**src/rtl/cpu_pkg.sv**
```systemverilog
// Shared CPU definitions.
// Default widths, reset PC and the fetch bundle type.
package cpu_pkg;
  localparam int ADDR_W_DEF = 8;
  localparam int DATA_W_DEF = 8;

  localparam logic [ADDR_W_DEF-1:0] RESET_PC = '0;

  typedef struct packed {
    logic [ADDR_W_DEF-1:0] pc;
    logic [DATA_W_DEF-1:0] instr;
  } fetch_t;
endpackage

```
**src/rtl/fetch_fifo.sv**
```systemverilog
// Show-ahead prefetch FIFO.
// Synchronous flush, occupancy count output.
module fetch_fifo #(
  parameter int DEPTH = 2,
  parameter int W     = 16,
  localparam int PW   = $clog2(DEPTH),
  localparam int CW   = PW + 1
) (
  input  logic          clk,
  input  logic          rst_n,
  input  logic          flush,
  input  logic          push,
  input  logic [W-1:0]  wdata,
  input  logic          pop,
  output logic [W-1:0]  rdata,
  output logic [CW-1:0] count
);
  logic [W-1:0]  mem_q [DEPTH];
  logic [W-1:0]  mem_d [DEPTH];
  logic [PW-1:0] wr_q, wr_d;
  logic [PW-1:0] rd_q, rd_d;
  logic [CW-1:0] cnt_q, cnt_d;
  logic          do_push;
  logic          do_pop;

  always_comb begin
    do_push = push && (cnt_q != CW'(DEPTH));
    do_pop  = pop && (cnt_q != '0);
    mem_d   = mem_q;
    wr_d    = wr_q;
    rd_d    = rd_q;
    cnt_d   = cnt_q;
    if (flush) begin
      wr_d  = '0;
      rd_d  = '0;
      cnt_d = '0;
    end else begin
      if (do_push) begin
        mem_d[wr_q] = wdata;
        wr_d        = wr_q + PW'(1);
      end
      if (do_pop) rd_d = rd_q + PW'(1);
      cnt_d = cnt_q + CW'(do_push) - CW'(do_pop);
    end
  end

  always_ff @(posedge clk or negedge rst_n) begin
    if (!rst_n) begin
      for (int i = 0; i < DEPTH; i++) mem_q[i] <= '0;
      wr_q  <= '0;
      rd_q  <= '0;
      cnt_q <= '0;
    end else begin
      mem_q <= mem_d;
      wr_q  <= wr_d;
      rd_q  <= rd_d;
      cnt_q <= cnt_d;
    end
  end

  assign rdata = mem_q[rd_q];
  assign count = cnt_q;
endmodule

```
**src/rtl/cpu_fetch_unit.sv**
```systemverilog
// Instruction fetch stage: PC, imem issue, kill on redirect,
// prefetch buffer and valid/ready delivery to the core.
module cpu_fetch_unit
  import cpu_pkg::*;
#(
  parameter int ADDR_W = ADDR_W_DEF,
  parameter int DATA_W = DATA_W_DEF,
  parameter int DEPTH  = 2
) (
  input  logic              clk,
  input  logic              rst_n,
  output logic              imem_rd_en,
  output logic [ADDR_W-1:0] imem_addr,
  input  logic [DATA_W-1:0] imem_rdata,
  output logic              instr_valid,
  input  logic              instr_ready,
  output logic [DATA_W-1:0] instr_data,
  output logic [ADDR_W-1:0] instr_pc,
  input  logic              redirect_valid,
  input  logic [ADDR_W-1:0] redirect_pc,
  input  logic              halt,
  output logic              busy
);
  localparam int CW = $clog2(DEPTH) + 1;
  localparam int W  = ADDR_W + DATA_W;

  logic [ADDR_W-1:0] pc_q, pc_d;
  logic [ADDR_W-1:0] iss_q, iss_d;
  logic              infl_q, infl_d;
  logic              kill_q, kill_d;
  logic [CW-1:0]     count;
  logic [W-1:0]      head;
  logic [CW:0]       occ;
  logic              pop;
  logic              push;

  assign instr_valid = (count != '0);
  assign instr_pc    = head[W-1:DATA_W];
  assign instr_data  = head[DATA_W-1:0];
  assign imem_addr   = pc_q;
  assign busy        = infl_q || instr_valid;

  // A head leaving this cycle frees its slot for the next issue,
  // which keeps one-per-cycle streaming without ever overflowing.
  always_comb begin
    pop  = instr_valid && instr_ready;
    occ  = {1'b0, count} + (CW+1)'(infl_q) - (CW+1)'(pop);
    imem_rd_en = rst_n && !halt && !redirect_valid &&
                 (occ < (CW+1)'(DEPTH));
    push   = infl_q && !kill_q;
    infl_d = imem_rd_en;
    kill_d = redirect_valid;
    iss_d  = imem_rd_en ? pc_q : iss_q;
    unique case (1'b1)
      redirect_valid: pc_d = redirect_pc;
      imem_rd_en:     pc_d = pc_q + ADDR_W'(1);
      default:        pc_d = pc_q;
    endcase
  end

  always_ff @(posedge clk or negedge rst_n) begin
    if (!rst_n) begin
      pc_q   <= ADDR_W'(RESET_PC);
      iss_q  <= '0;
      infl_q <= 1'b0;
      kill_q <= 1'b0;
    end else begin
      pc_q   <= pc_d;
      iss_q  <= iss_d;
      infl_q <= infl_d;
      kill_q <= kill_d;
    end
  end

  fetch_fifo #(
    .DEPTH (DEPTH),
    .W     (W)
  ) u_fifo (
    .clk   (clk),
    .rst_n (rst_n),
    .flush (redirect_valid),
    .push  (push),
    .wdata ({iss_q, imem_rdata}),
    .pop   (pop),
    .rdata (head),
    .count (count)
  );
endmodule
```
**config.mk**
```make
export PLATFORM = sky130hd
export DESIGN_NAME = cpu_fetch_unit
export DESIGN_NICKNAME = d
export VERILOG_FILES = /design/src/rtl/cpu_pkg.sv /design/src/rtl/fetch_fifo.sv /design/src/rtl/cpu_fetch_unit.sv
export SDC_FILE = /design/constraint.sdc
export NUM_CORES = 1
export LEC_CHECK = 0
export CAP_MARGIN = 10
export CELL_PAD_IN_SITES_DETAIL_PLACEMENT = 1
export CELL_PAD_IN_SITES_GLOBAL_PLACEMENT = 2
export CORE_MARGIN = 10
export CORE_UTILIZATION = 35
export CTS_CLUSTER_DIAMETER = 30
export CTS_CLUSTER_SIZE = 25
export DETAILED_ROUTE_END_ITERATION = 12
export PLACE_DENSITY = 0.87
export REMOVE_ABC_BUFFERS = 1
export SLEW_MARGIN = 20
export SYNTH_ARGS = -nofsm -noshare
export SYNTH_HDL_FRONTEND = slang
export SYNTH_SLANG_ARGS = --single-unit
```
**constraint.sdc**
```tcl
create_clock -name clk -period 3.47 [get_ports clk]
set_input_delay 0.694 -clock clk [delete_from_list [all_inputs] [get_ports clk]]
set_output_delay 0.694 -clock clk [all_outputs]
set_load 0.05 [all_outputs]
```
# Yosys cells after proc, flatten, opt, wreduce, memory -nomap -nowiden
# Cells that the tools add are included.
# classes
order_cmp	4
add_sub_neg	7
n_bitwise	3
n_reduce_logical	17
eq_ne	1
mux	12
# ops
cell	count
$mux 16	4
$bwmux 32	1
$demux 16 s1	1
$pmux 8 s2	1
$add 8x1->8 const B	1
$logic_and 1x1->1	8
$reduce_bool 2->1	4
$ge 2x2->1 const B	2
$mux 1	4
$not 1->2	2
$add 2x1->3	1
$logic_not 1->1	3
$lt 3x2->1 const B	1
$sub 3x1->3	1
$add 1x1->1 const B	2
$add 2x1->2	1
$lt 2x1->1 const B	1
$mux 2	1
$ne 2x2->1 const B	1
$reduce_and 2->1	1
$sub 2x1->2	1
$logic_or 1x1->1	1
$not 1->1	1
# word_totals
output_inout_bits	27
input_bits	21
reg_bits	54

# Longest topological paths before layout
# Gate-level depths: netlist (run 1).
# depth
ltp_word	6
mapped_depth	13
mapped_depth_nobuf	11

# By module
# From an unflattened synthesis (run 1), not the netlist that was laid out.
# hier_totals
hier_cells	198
hier_area_um2	2563.7
# modules_own_cells
mod	cells_per_inst	area_per_inst_um2	instances
fetch_fifo	108	1659.1	1
cpu_fetch_unit	90	904.6	1

# Least setup slack after synthesis (run 1)
# No wires, ideal clock.
# synth_path
kind	reg-to-output
from	register u_fifo.cnt_q[1] (netlist: u_fifo.count[1])
to	output imem_rd_en
required_ns	2.776
stages_incl_launch_ff	12
slack_ns	-0.089
t_arrival_ns	2.865
path_buffers	2
path_cell_list	dfrtp_1 > or2_2 > and2_1 > ha_1 > inv_1 > nand2_1 > fa_1 > nand4bb_1 > or2_1 > buf_2 > inv_2 > buf_2
# synth_via
elab_chain_cells	5
word_cells_on_any_way	6
cone_classes	add/sub (2); order compare (1); reduce/logical (3)
# synth_lines
element	line	text
start, declared	fetch_fifo.sv:22	logic [CW-1:0] cnt_q, cnt_d;
start signal, assigned	fetch_fifo.sv:57	cnt_q <= cnt_d;
$reduce_bool 2->1	cpu_fetch_unit.sv:37	assign instr_valid = (count != '0);
named net instr_valid	cpu_fetch_unit.sv:15	output logic instr_valid,
$logic_and 1x1->1	cpu_fetch_unit.sv:46	pop = instr_valid && instr_ready;
$sub 3x1->3	cpu_fetch_unit.sv:47	occ = {1'b0, count} + (CW+1)'(infl_q) - (CW+1)'(pop);
$lt 3x2->1	cpu_fetch_unit.sv:49	(occ < (CW+1)'(DEPTH));
$logic_and 1x1->1	cpu_fetch_unit.sv:48	imem_rd_en = rst_n && !halt && !redirect_valid &&
end, declared	cpu_fetch_unit.sv:12	output logic imem_rd_en,
# The timed path passes the listed nets, and every way through them passes these cells.

# Worst setup path after layout (run 1)
# layout_path
from	register u_fifo.cnt_q[0] (netlist: u_fifo.count[0])
to	output imem_rd_en
# layout_via
elab_chain_cells	5
word_cells_on_any_way	6
cone_classes	add/sub (2); order compare (1); reduce/logical (3)
# layout_lines
element	line
branches (longest 2 deep; another with $add 2x1->3)	n/a
$sub 3x1->3 (*)	cpu_fetch_unit.sv:47
$lt 3x2->1 (*)	cpu_fetch_unit.sv:49
$logic_and 1x1->1 (*)	cpu_fetch_unit.sv:48
# Mark *: on every way between the ends.

==> results of run 1 <==
per-layer routing:
layer | share of wire (%) | wire, um | up-vias
li1 | - | - | 789
met4 | 0.59 | 34 | 0
met5 | 0 | 0 | -
met1 | 45 | 2580 | 844
met3 | 5.4 | 312 | 4
met2 | 49 | 2850 | 36
report_power, final:
part	total (mW)	internal (mW)	switching, mW
clock network	0.372	0.150	0.222
registers	0.974	0.813	0.161
logic	1.48	0.633	0.846
how the worst max path moves through the flow:
| stage | start | slack, ps | cells past startpoint | endpoint |
|---|---|---|---|---|
| after global routing | u_fifo.count[0] | 50 | 10 | imem_rd_en |
| after global placement | instr_ready | 10 | 10 | imem_rd_en |
| after CTS | instr_ready | 10 | 10 | imem_rd_en |
| final | u_fifo.count[0] | 170 | 10 | imem_rd_en |
| after floorplan | u_fifo.count[1] | -50 | 9 | imem_rd_en |
| after detailed placement | instr_ready | -40 | 10 | imem_rd_en |
flip-flops by register name (all words and copies together) (netlist names):
register / cells
iss_q: 8
kill_q: 1
infl_q: 1
imem_addr: 8
u_fifo.mem_q: 32
u_fifo.count: 2
u_fifo.rd_q: 1
u_fifo.wr_q: 1
critical path, stage by stage, from the launching register on:
cell                        delay (ps)
sky130_fd_sc_hd__dfrtp_1           410
sky130_fd_sc_hd__or2_2             290
sky130_fd_sc_hd__and2_4            150
sky130_fd_sc_hd__ha_4              200
sky130_fd_sc_hd__inv_2              60
sky130_fd_sc_hd__nand2_2            50
sky130_fd_sc_hd__fa_1              500
sky130_fd_sc_hd__nand4bb_1         130
sky130_fd_sc_hd__or2_1             280
sky130_fd_sc_hd__inv_2              90
sky130_fd_sc_hd__buf_12            140
cell type report:
type	instances	area share, %
Sequential cell	54	41.4
Multi-Input combinational cell	128	34.1
Timing Repair Buffer	57	17.0
Tap cell	96	3.68
Clock buffer	5	2.11
Clock inverter	3	0.883
Inverter	7	0.806
logic make-up (layout without fill, tap and decap cells):
logic type | Yosys count | after routing
and+or+nand+nor | 55 | 55
DFF | 54 | 54
muxes | 51 | 51
buffers and inverters | 16 | 72
AOI/OAI and AO/OA | 13 | 13
adders and majority gates | 5 | 5
xor gates and xnor gates | 4 | 4
per-stage QoR:
step | instance area, sq um | hold slack (ps) | instances
after global placement | 3130 | 483 | 340
final | 3260 | 511 | 350
after floorplan | 2470 | 398 | 189
after detailed placement | 3130 | 490 | 340
after global routing | 3260 | 528 | 350
after CTS | 3230 | 516 | 349
placed cells by master, fill, tap and decap left out, types with 2 or more instances in the layout:
| cell type | n |
|---|---|
| sky130_fd_sc_hd__and3_1 | 2 |
| sky130_fd_sc_hd__nand3_1 | 4 |
| sky130_fd_sc_hd__clkbuf_8 | 5 |
| sky130_fd_sc_hd__xnor2_1 | 3 |
| sky130_fd_sc_hd__clkdlybuf4s50_1 | 44 |
| sky130_fd_sc_hd__inv_2 | 3 |
| sky130_fd_sc_hd__o21ai_0 | 3 |
| sky130_fd_sc_hd__nand2b_1 | 2 |
| sky130_fd_sc_hd__clkinv_4 | 2 |
| sky130_fd_sc_hd__inv_1 | 4 |
| sky130_fd_sc_hd__mux2_4 | 10 |
| sky130_fd_sc_hd__dfrtp_1 | 54 |
| sky130_fd_sc_hd__mux2i_1 | 2 |
| sky130_fd_sc_hd__buf_4 | 10 |
| sky130_fd_sc_hd__nand4_1 | 2 |
| sky130_fd_sc_hd__mux2_2 | 39 |
| sky130_fd_sc_hd__nor2_1 | 8 |
| sky130_fd_sc_hd__nand2_1 | 26 |
| sky130_fd_sc_hd__ha_1 | 3 |
what timing repair did:
item                                    4_1_cts  5_1_grt
setup buffers                                 1        1
endpoints found under the setup margin        1        1
pin swaps                                     1        3
gates resized for setup                       0        5
==> impl_metrics.sql, run 1 <==
INSERT INTO impl_metrics (metric_group, metric, value, unit) VALUES
('status', 'outcome', 'finished, final reports clean', ''),
('logic_synthesis', 'ys_ff_latch', '54', ''),
('clock_network', 'clock_tree.htree_level_count', '2', ''),
('logic_synthesis', 'synth_top_area_cell', 'sky130_fd_sc_hd__dfrtp_1', ''),
('power_and_ir_drop', 'p_leak', '1.50', 'nW'),
('critical_path', 'critical_path_class', 'reg -> out', ''),
('placed_design', 'place_congestion', '0.743', ''),
('clock_network', 'cts-root-to-sink-buffers', '2', ''),
('logic_synthesis', 'yosys.cell_types.count', '42', ''),
('logic_synthesis', 'post_synth_main_area_contributors', 'sky130_fd_sc_hd__dfrtp_1, sky130_fd_sc_hd__mux2_2, sky130_fd_sc_hd__mux2_4', ''),
('logic_synthesis', 'synth-edff-count', '0', ''),
('logic_synthesis', 'syn_area_per_cell', '12.8', 'sq um'),
('placed_design', 'io_buffers', '47', ''),
('logic_synthesis', 'synthAdderAreaFrac', '2.77', '%'),
('critical_path', 'worstReg2RegEnd', 'imem_addr[6]', ''),
('min_path', 'min_to', 'u_fifo.mem_q[6]', ''),
('logic_synthesis', 'ys_dominant_reg_cell', 'sky130_fd_sc_hd__dfrtp_1', ''),
('finish', 'num_antenna_cells', '0', ''),
('timing', 'worst-slew-pin-transition', '773', 'ps'),
('min_path', 'min_path_type', 'reg -> reg', ''),
('logic_synthesis', 'synth_compound_gate_area_share', '4.30', '%'),
('detailed_routing', 'drt_drc_violations_left', '0', ''),
('finish', 'seq_area', '0.00135', 'sq mm'),
('timing', 'finalSetupViolCount', '0', ''),
('clock_network', 'clkSlewWorstSetupHoldPaths', '100', 'ps'),
('logic_synthesis', 'post_synth_inst_count', '198', ''),
('power_and_ir_drop', 'vdd_ir_drop_max', '288', 'uV'),
('min_path', 'worstHoldStart', 'u_fifo.mem_q[6]', ''),
('detailed_routing', 'average_wire_per_standard_cell', '16.5', 'um'),
('floorplan', 'die-height', '105', 'um'),
('grt', 'grt_remaining_overflow', '0', ''),
('finish', 'drive_gt1_share', '31.9', '%'),
('timing', 'setup_ws', '169', 'ps'),
('finish', 'utilization', '47.2', '%'),
('timing', 'setup-tns-final', '0', 'ps'),
('placed_design', 'post-place-ws', '-40.6', 'ps'),
('logic_synthesis', 'yosysWarnings', '0', ''),
('detailed_routing', 'via_count', '1673', ''),
('critical_path', 'crit_required', '2780', 'ps'),
('logic_synthesis', 'post_synth_arst_share', '100', '%'),
('logic_synthesis', 'synth_largest_type_area_fraction', '53.3', '%'),
('finish', 'multi_input_comb_area', '0.00111', 'sq mm'),
('logic_synthesis', 'netlist_top_cells_count', 'sky130_fd_sc_hd__dfrtp_1, sky130_fd_sc_hd__mux2_2, sky130_fd_sc_hd__nand2_1', ''),
('clock_network', 'clock_insertion_delay_at_the_later_pin_of_the_skew_report', '310', 'ps'),
('power_and_ir_drop', 'total_power', '2.82', 'mW'),
('timing', 'maxClockFrequency', '303', 'MHz'),
('floorplan', 'floorplan.die_area', '0.0110', 'sq mm'),
('timing', 'final_hold_viol_count', '0', ''),
('detailed_routing', 'first_pass_iters', '4', ''),
('min_path', 'cells_on_worst_hold_path', '1', ''),
('logic_synthesis', 'synth_xor_xnor_area_share', '1.38', '%'),
('clock_network', 'cts_tree', 'built', ''),
('finish', 'final_nets', '279', ''),
('clock_network', 'cts-buffers-inserted', '5', ''),
('timing', 'final.min_clock_period', '3300', 'ps'),
('placed_design', 'detailed_place_hpwl', '4.16', 'mm'),
('detailed_routing', 'ant_nets', '0', ''),
('floorplan', 'die_width', '105', 'um'),
('timing', 'unrepaired_setup_endpoints_after_global_routing', 'no', ''),
('critical_path', 'worst-r2r-cell-count', '12', ''),
('critical_path', 'cp.arrival', '2610', 'ps'),
('critical_path', 'critPathMaxFanout', '3', ''),
('critical_path', 'timing.critical_path.to_type', 'primary output', ''),
('grt', 'groute.usage.overall', '10.7', '%'),
('logic_synthesis', 'synthSimpleGateAreaFrac', '10.7', '%'),
('clock_network', 'cts_hold_buf', '0', ''),
('grt', 'grt_util_met1', '13.1', '%'),
('grt', 'maximum_number_of_pins_on_one_net_before_global_route_repair', '55', ''),
('grt', 'grt_util_met2', '17.7', '%'),
('finish', 'layout.filler_cells', '755', ''),
('grt', 'grt-busiest-layer', 'met2', '');
Note: power is estimated with default switching activity, not from simulation.
==> run 2: changes to the inputs <==
--- a/config.mk
+++ b/config.mk
@@ -13,7 +13,7 @@
 export CTS_CLUSTER_DIAMETER = 30
 export CTS_CLUSTER_SIZE = 25
 export DETAILED_ROUTE_END_ITERATION = 12
-export PLACE_DENSITY = 0.87
+export PLACE_DENSITY_LB_ADDON = 0.1
 export REMOVE_ABC_BUFFERS = 1
 export SLEW_MARGIN = 20
 export SYNTH_ARGS = -nofsm -noshare
==> run 2 against run 1 <==
  * Clock skew fell by 2.3 ps
  * Non-clock buffer count stayed put
  * Via count down 1.6%
  * Cell count unchanged
  * Clock power up 37%
  * Wire length decreased by 2.3%
  * Critical path type is now in -> out
  * Clock-buffer cell count increased by 1
==> impl_metrics.sql, run 2 (same netlist as run 1, synthesis figures left out) <==
INSERT INTO impl_metrics (metric_group, metric, value, unit) VALUES
('status', 'outcome', 'finished, final reports clean', ''),
('timing', 'maxClockFrequency', '298', 'MHz'),
('min_path', 'min_path_type', 'reg -> reg', ''),
('floorplan', 'rows', '30', ''),
('critical_path', 'critical_path_cell_with_the_highest_stage_delay', 'sky130_fd_sc_hd__fa_1', ''),
('critical_path', 'critical_path.cell_chain', 'clkdlybuf4s50_1 -> and2_4 -> ha_4 -> inv_2 -> nand2_1 -> fa_1 -> nand4bb_1 -> or2_1 -> inv_2 -> buf_12', ''),
('power_and_ir_drop', 'p_int', '1.76', 'mW'),
('detailed_routing', 'via_count', '1646', ''),
('critical_path', 'timing.critical_path.from', 'instr_ready', ''),
('min_path', 'cells_on_worst_hold_path', '2', ''),
('floorplan', 'die_width', '105', 'um'),
('timing', 'worst_clock_skew', '7.12', 'ps'),
('critical_path', 'critical_path.startpoint_type', 'primary input', ''),
('clock_network', 'clkSlewWorstSetupHoldPaths', '90', 'ps'),
('critical_path', 'timing.critical_path.to_type', 'primary output', ''),
('timing', 'final_hold_viol_count', '0', ''),
('finish', 'most_common_cell_after_layout_fill_and_taps_aside', 'sky130_fd_sc_hd__dfrtp_1', ''),
('placed_design', 'detailed_place_hpwl', '3.99', 'mm'),
('floorplan', 'start_util', '36.7', '%'),
('grt', 'grt_remaining_overflow', '0', ''),
('grt', 'grt_antenna_before_repair', '0', ''),
('floorplan', 'floorplan.die_area', '0.0110', 'sq mm'),
('power_and_ir_drop', 'power.switching', '1.19', 'mW'),
('power_and_ir_drop', 'p_leak', '1.51', 'nW'),
('clock_network', 'clock_insertion_delay_at_the_later_pin_of_the_skew_report', '300', 'ps'),
('power_and_ir_drop', 'combinational_cell_fraction_of_total_power', '50.7', '%'),
('power_and_ir_drop', 'power.switching_fraction', '40.4', '%'),
('finish', 'finalNonFillerCells', '350', ''),
('detailed_routing', 'vias_per_cell', '4.70', ''),
('floorplan', 'die-height', '105', 'um'),
('critical_path', 'cp.arrival', '2660', 'ps'),
('finish', 'leading_cell_types_in_the_layout_fill_and_taps_excluded', 'sky130_fd_sc_hd__dfrtp_1, sky130_fd_sc_hd__clkdlybuf4s50_1, sky130_fd_sc_hd__mux2_2', ''),
('timing', 'maxSlewViolCount', '0', ''),
('timing', 'unrepaired_setup_endpoints_after_global_routing', 'no', ''),
('finish', 'final_instance_area', '0.00330', 'sq mm'),
('critical_path', 'setup_slack_of_the_most_critical_reg_to_reg_path', '640', 'ps'),
('critical_path', 'worst_r2r_startpoint', 'u_fifo.count[0]', ''),
('placed_design', 'post-place-ws', '38.8', 'ps'),
('placed_design', 'io_buffers', '47', ''),
('finish', 'registers.top_by_ff_count', 'u_fifo.mem_q', ''),
('clock_network', 'clock_tree.htree_level_count', '2', ''),
('critical_path', 'critPathMaxFanout', '2', ''),
('placed_design', 'placement.cell_area', '0.00314', 'sq mm'),
('power_and_ir_drop', 'power_density', '894', 'mW/mm^2'),
('grt', 'maximum_number_of_pins_on_one_net_before_global_route_repair', '55', ''),
('grt', 'grt_pass1_wl', '9.43', 'mm'),
('critical_path', 'critical_path_class', 'in -> out', ''),
('grt', 'number_of_global_route_vias_before_repair', '1818', ''),
('detailed_routing', 'drt_iter0_drc', '28', ''),
('placed_design', 'dp_cells', '342', ''),
('power_and_ir_drop', 'pwr-share-clk', '17.3', '%'),
('finish', 'final_nets', '279', ''),
('finish', 'syn2layout_area_growth', '30.3', '%'),
('critical_path', 'crit_path_frequent_cell', 'sky130_fd_sc_hd__inv_2', ''),
('timing', 'final_min_period_over_clock_period', '96.6', '%'),
('critical_path', 'timing.critical_path.buf_inv', '4', ''),
('min_path', 'worstHoldStart', 'iss_q[1]', ''),
('finish', 'num_antenna_cells', '0', ''),
('timing', 'worst-slew-pin-transition', '677', 'ps'),
('critical_path', 'worstReg2RegEnd', 'imem_addr[6]', ''),
('timing', 'setup_ws', '118', 'ps'),
('timing', 'max_transition_margin', '54.8', '%'),
('timing', 'final.min_clock_period', '3350', 'ps'),
('placed_design', 'place_congestion', '0.751', ''),
('clock_network', 'cts-buffers-inserted', '5', ''),
('grt', 'groute.usage.overall', '10.4', '%'),
('floorplan', 'coreArea', '0.00691', 'sq mm'),
('min_path', 'min_to', 'iss_q[1]', ''),
('critical_path', 'critical-path-top-delay-family', 'buffers and inverters', ''),
('finish', 'layout.filler_cells', '768', ''),
('clock_network', 'cts.repair_timing.setup_buffer_count', '0', ''),
('detailed_routing', 'average_wire_per_standard_cell', '16.1', 'um'),
('detailed_routing', 'drt_drc_violations_left', '0', ''),
('critical_path', 'worst-r2r-cell-count', '12', ''),
('detailed_routing', 'first_pass_iters', '4', ''),
('clock_network', 'cts-root-to-sink-buffers', '2', ''),
('critical_path', 'slowest_delay', '480', 'ps'),
('timing', 'fin_worst_hold_slack', '508', 'ps'),
('detailed_routing', 'totalWireLength', '5.64', 'mm'),
('timing', 'finalSetupViolCount', '0', ''),
('clock_network', 'cts_root_buf', 'sky130_fd_sc_hd__clkbuf_8', ''),
('critical_path', 'crit_required', '2780', 'ps'),
('clock_network', 'cts.sinks', '54', ''),
('power_and_ir_drop', 'pwr-share-seq', '32.0', '%'),
('floorplan', 'design.portCount', '48', ''),
('detailed_routing', 'ant_nets', '0', ''),
('finish', 'multi_input_comb_area', '0.00111', 'sq mm'),
('job', 'maxCapViolCount', '0', ''),
('clock_network', 'cts_tree', 'built', ''),
('finish', 'seq_area', '0.00135', 'sq mm'),
('finish', 'largest_register_ff_count', '32', ''),
('power_and_ir_drop', 'vdd_ir_drop_max', '453', 'uV'),
('finish', 'drive_gt1_share', '31.5', '%');
-- run 2: changes by cell type in the layout (fill, tap and decap cells not counted) --
| cell | before | now |
|---|---|---|
| sky130_fd_sc_hd__clkinv_4 | 2 | 0 |
| sky130_fd_sc_hd__clkdlybuf4s50_1 | 44 | 45 |
| sky130_fd_sc_hd__dlymetal6s2s_1 | 1 | 0 |
| sky130_fd_sc_hd__clkbuf_8 | 5 | 6 |
| sky130_fd_sc_hd__inv_8 | 1 | 0 |
| sky130_fd_sc_hd__nand2_1 | 26 | 27 |
| sky130_fd_sc_hd__bufinv_16 | 0 | 2 |
| sky130_fd_sc_hd__nand2_2 | 1 | 0 |
-- run 2: layout make-up --
cell class | count | share of cell area, %
Clock buffer | 6 | 2.50
Clock inverter | 2 | 1.82
Inverter | 7 | 0.796
Sequential cell | 54 | 40.9
Multi-Input combinational cell | 128 | 33.6
Tap cell | 96 | 3.64
Timing Repair Buffer | 57 | 16.7
-- run 2: worst reg2reg max path, cell delays in order (launching register included) --
cell and delay, ps:
sky130_fd_sc_hd__dfrtp_1 410, sky130_fd_sc_hd__or2_2 290, sky130_fd_sc_hd__and2_4 170, sky130_fd_sc_hd__ha_4 200, sky130_fd_sc_hd__inv_2 50, sky130_fd_sc_hd__nand2_1 60, sky130_fd_sc_hd__fa_1 480, sky130_fd_sc_hd__nand4bb_1 110
sky130_fd_sc_hd__or2_1 250, sky130_fd_sc_hd__inv_2 90, sky130_fd_sc_hd__buf_4 200, sky130_fd_sc_hd__nand4_1 130, sky130_fd_sc_hd__mux2_2 290
-- run 2: worst max-delay path by stage --
stage                       to  slack [ps]  depth (start not counted)
finish              imem_rd_en         120                         10
detailed placement  imem_rd_en          40                         10
global placement    imem_rd_en          40                         10
floorplan           imem_rd_en         -50                          9
CTS                 imem_rd_en          40                         10
global route        imem_rd_en          20                         10
-- run 2: repair_timing --
item,4_1_cts,5_1_grt
endpoints found under the setup margin,0,1
hold buffers,0,0
resized for setup,0,3
endpoints found under the hold margin,0,0
-- run 2: per-layer routing --
| metal | share of wire, % | track usage (%) | vias to the layer above | wire [um] |
|---|---|---|---|---|
| met5 | 0 | 0 | - | 0 |
| met4 | 0.50 | 2.65 | 0 | 28 |
| met3 | 6.2 | 3.99 | 2 | 352 |
| met2 | 42 | 14.9 | 43 | 2390 |
| met1 | 51 | 14.2 | 816 | 2870 |
| li1 | - | - | 785 | - |
-- run 2: power by group through the flow --
stage               logic, mW  clock network, mW  registers, mW
floorplan               0.937                  0           1.01
global placement         1.48                  0          0.957
detailed placement       1.49                  0          0.958
CTS                      1.50              0.520          0.949
global route             1.61              0.549          0.975
finish                   1.50              0.509          0.946
-- run 2: per-stage QoR --
stage	setup TNS [ps]	power [mW]	util (%)
CTS	0	2.97	47.6
global placement	0	2.44	45.5
global route	0	3.14	47.8
detailed placement	0	2.45	45.5
floorplan	-52.8	1.94	-
finish	0	2.95	47.8
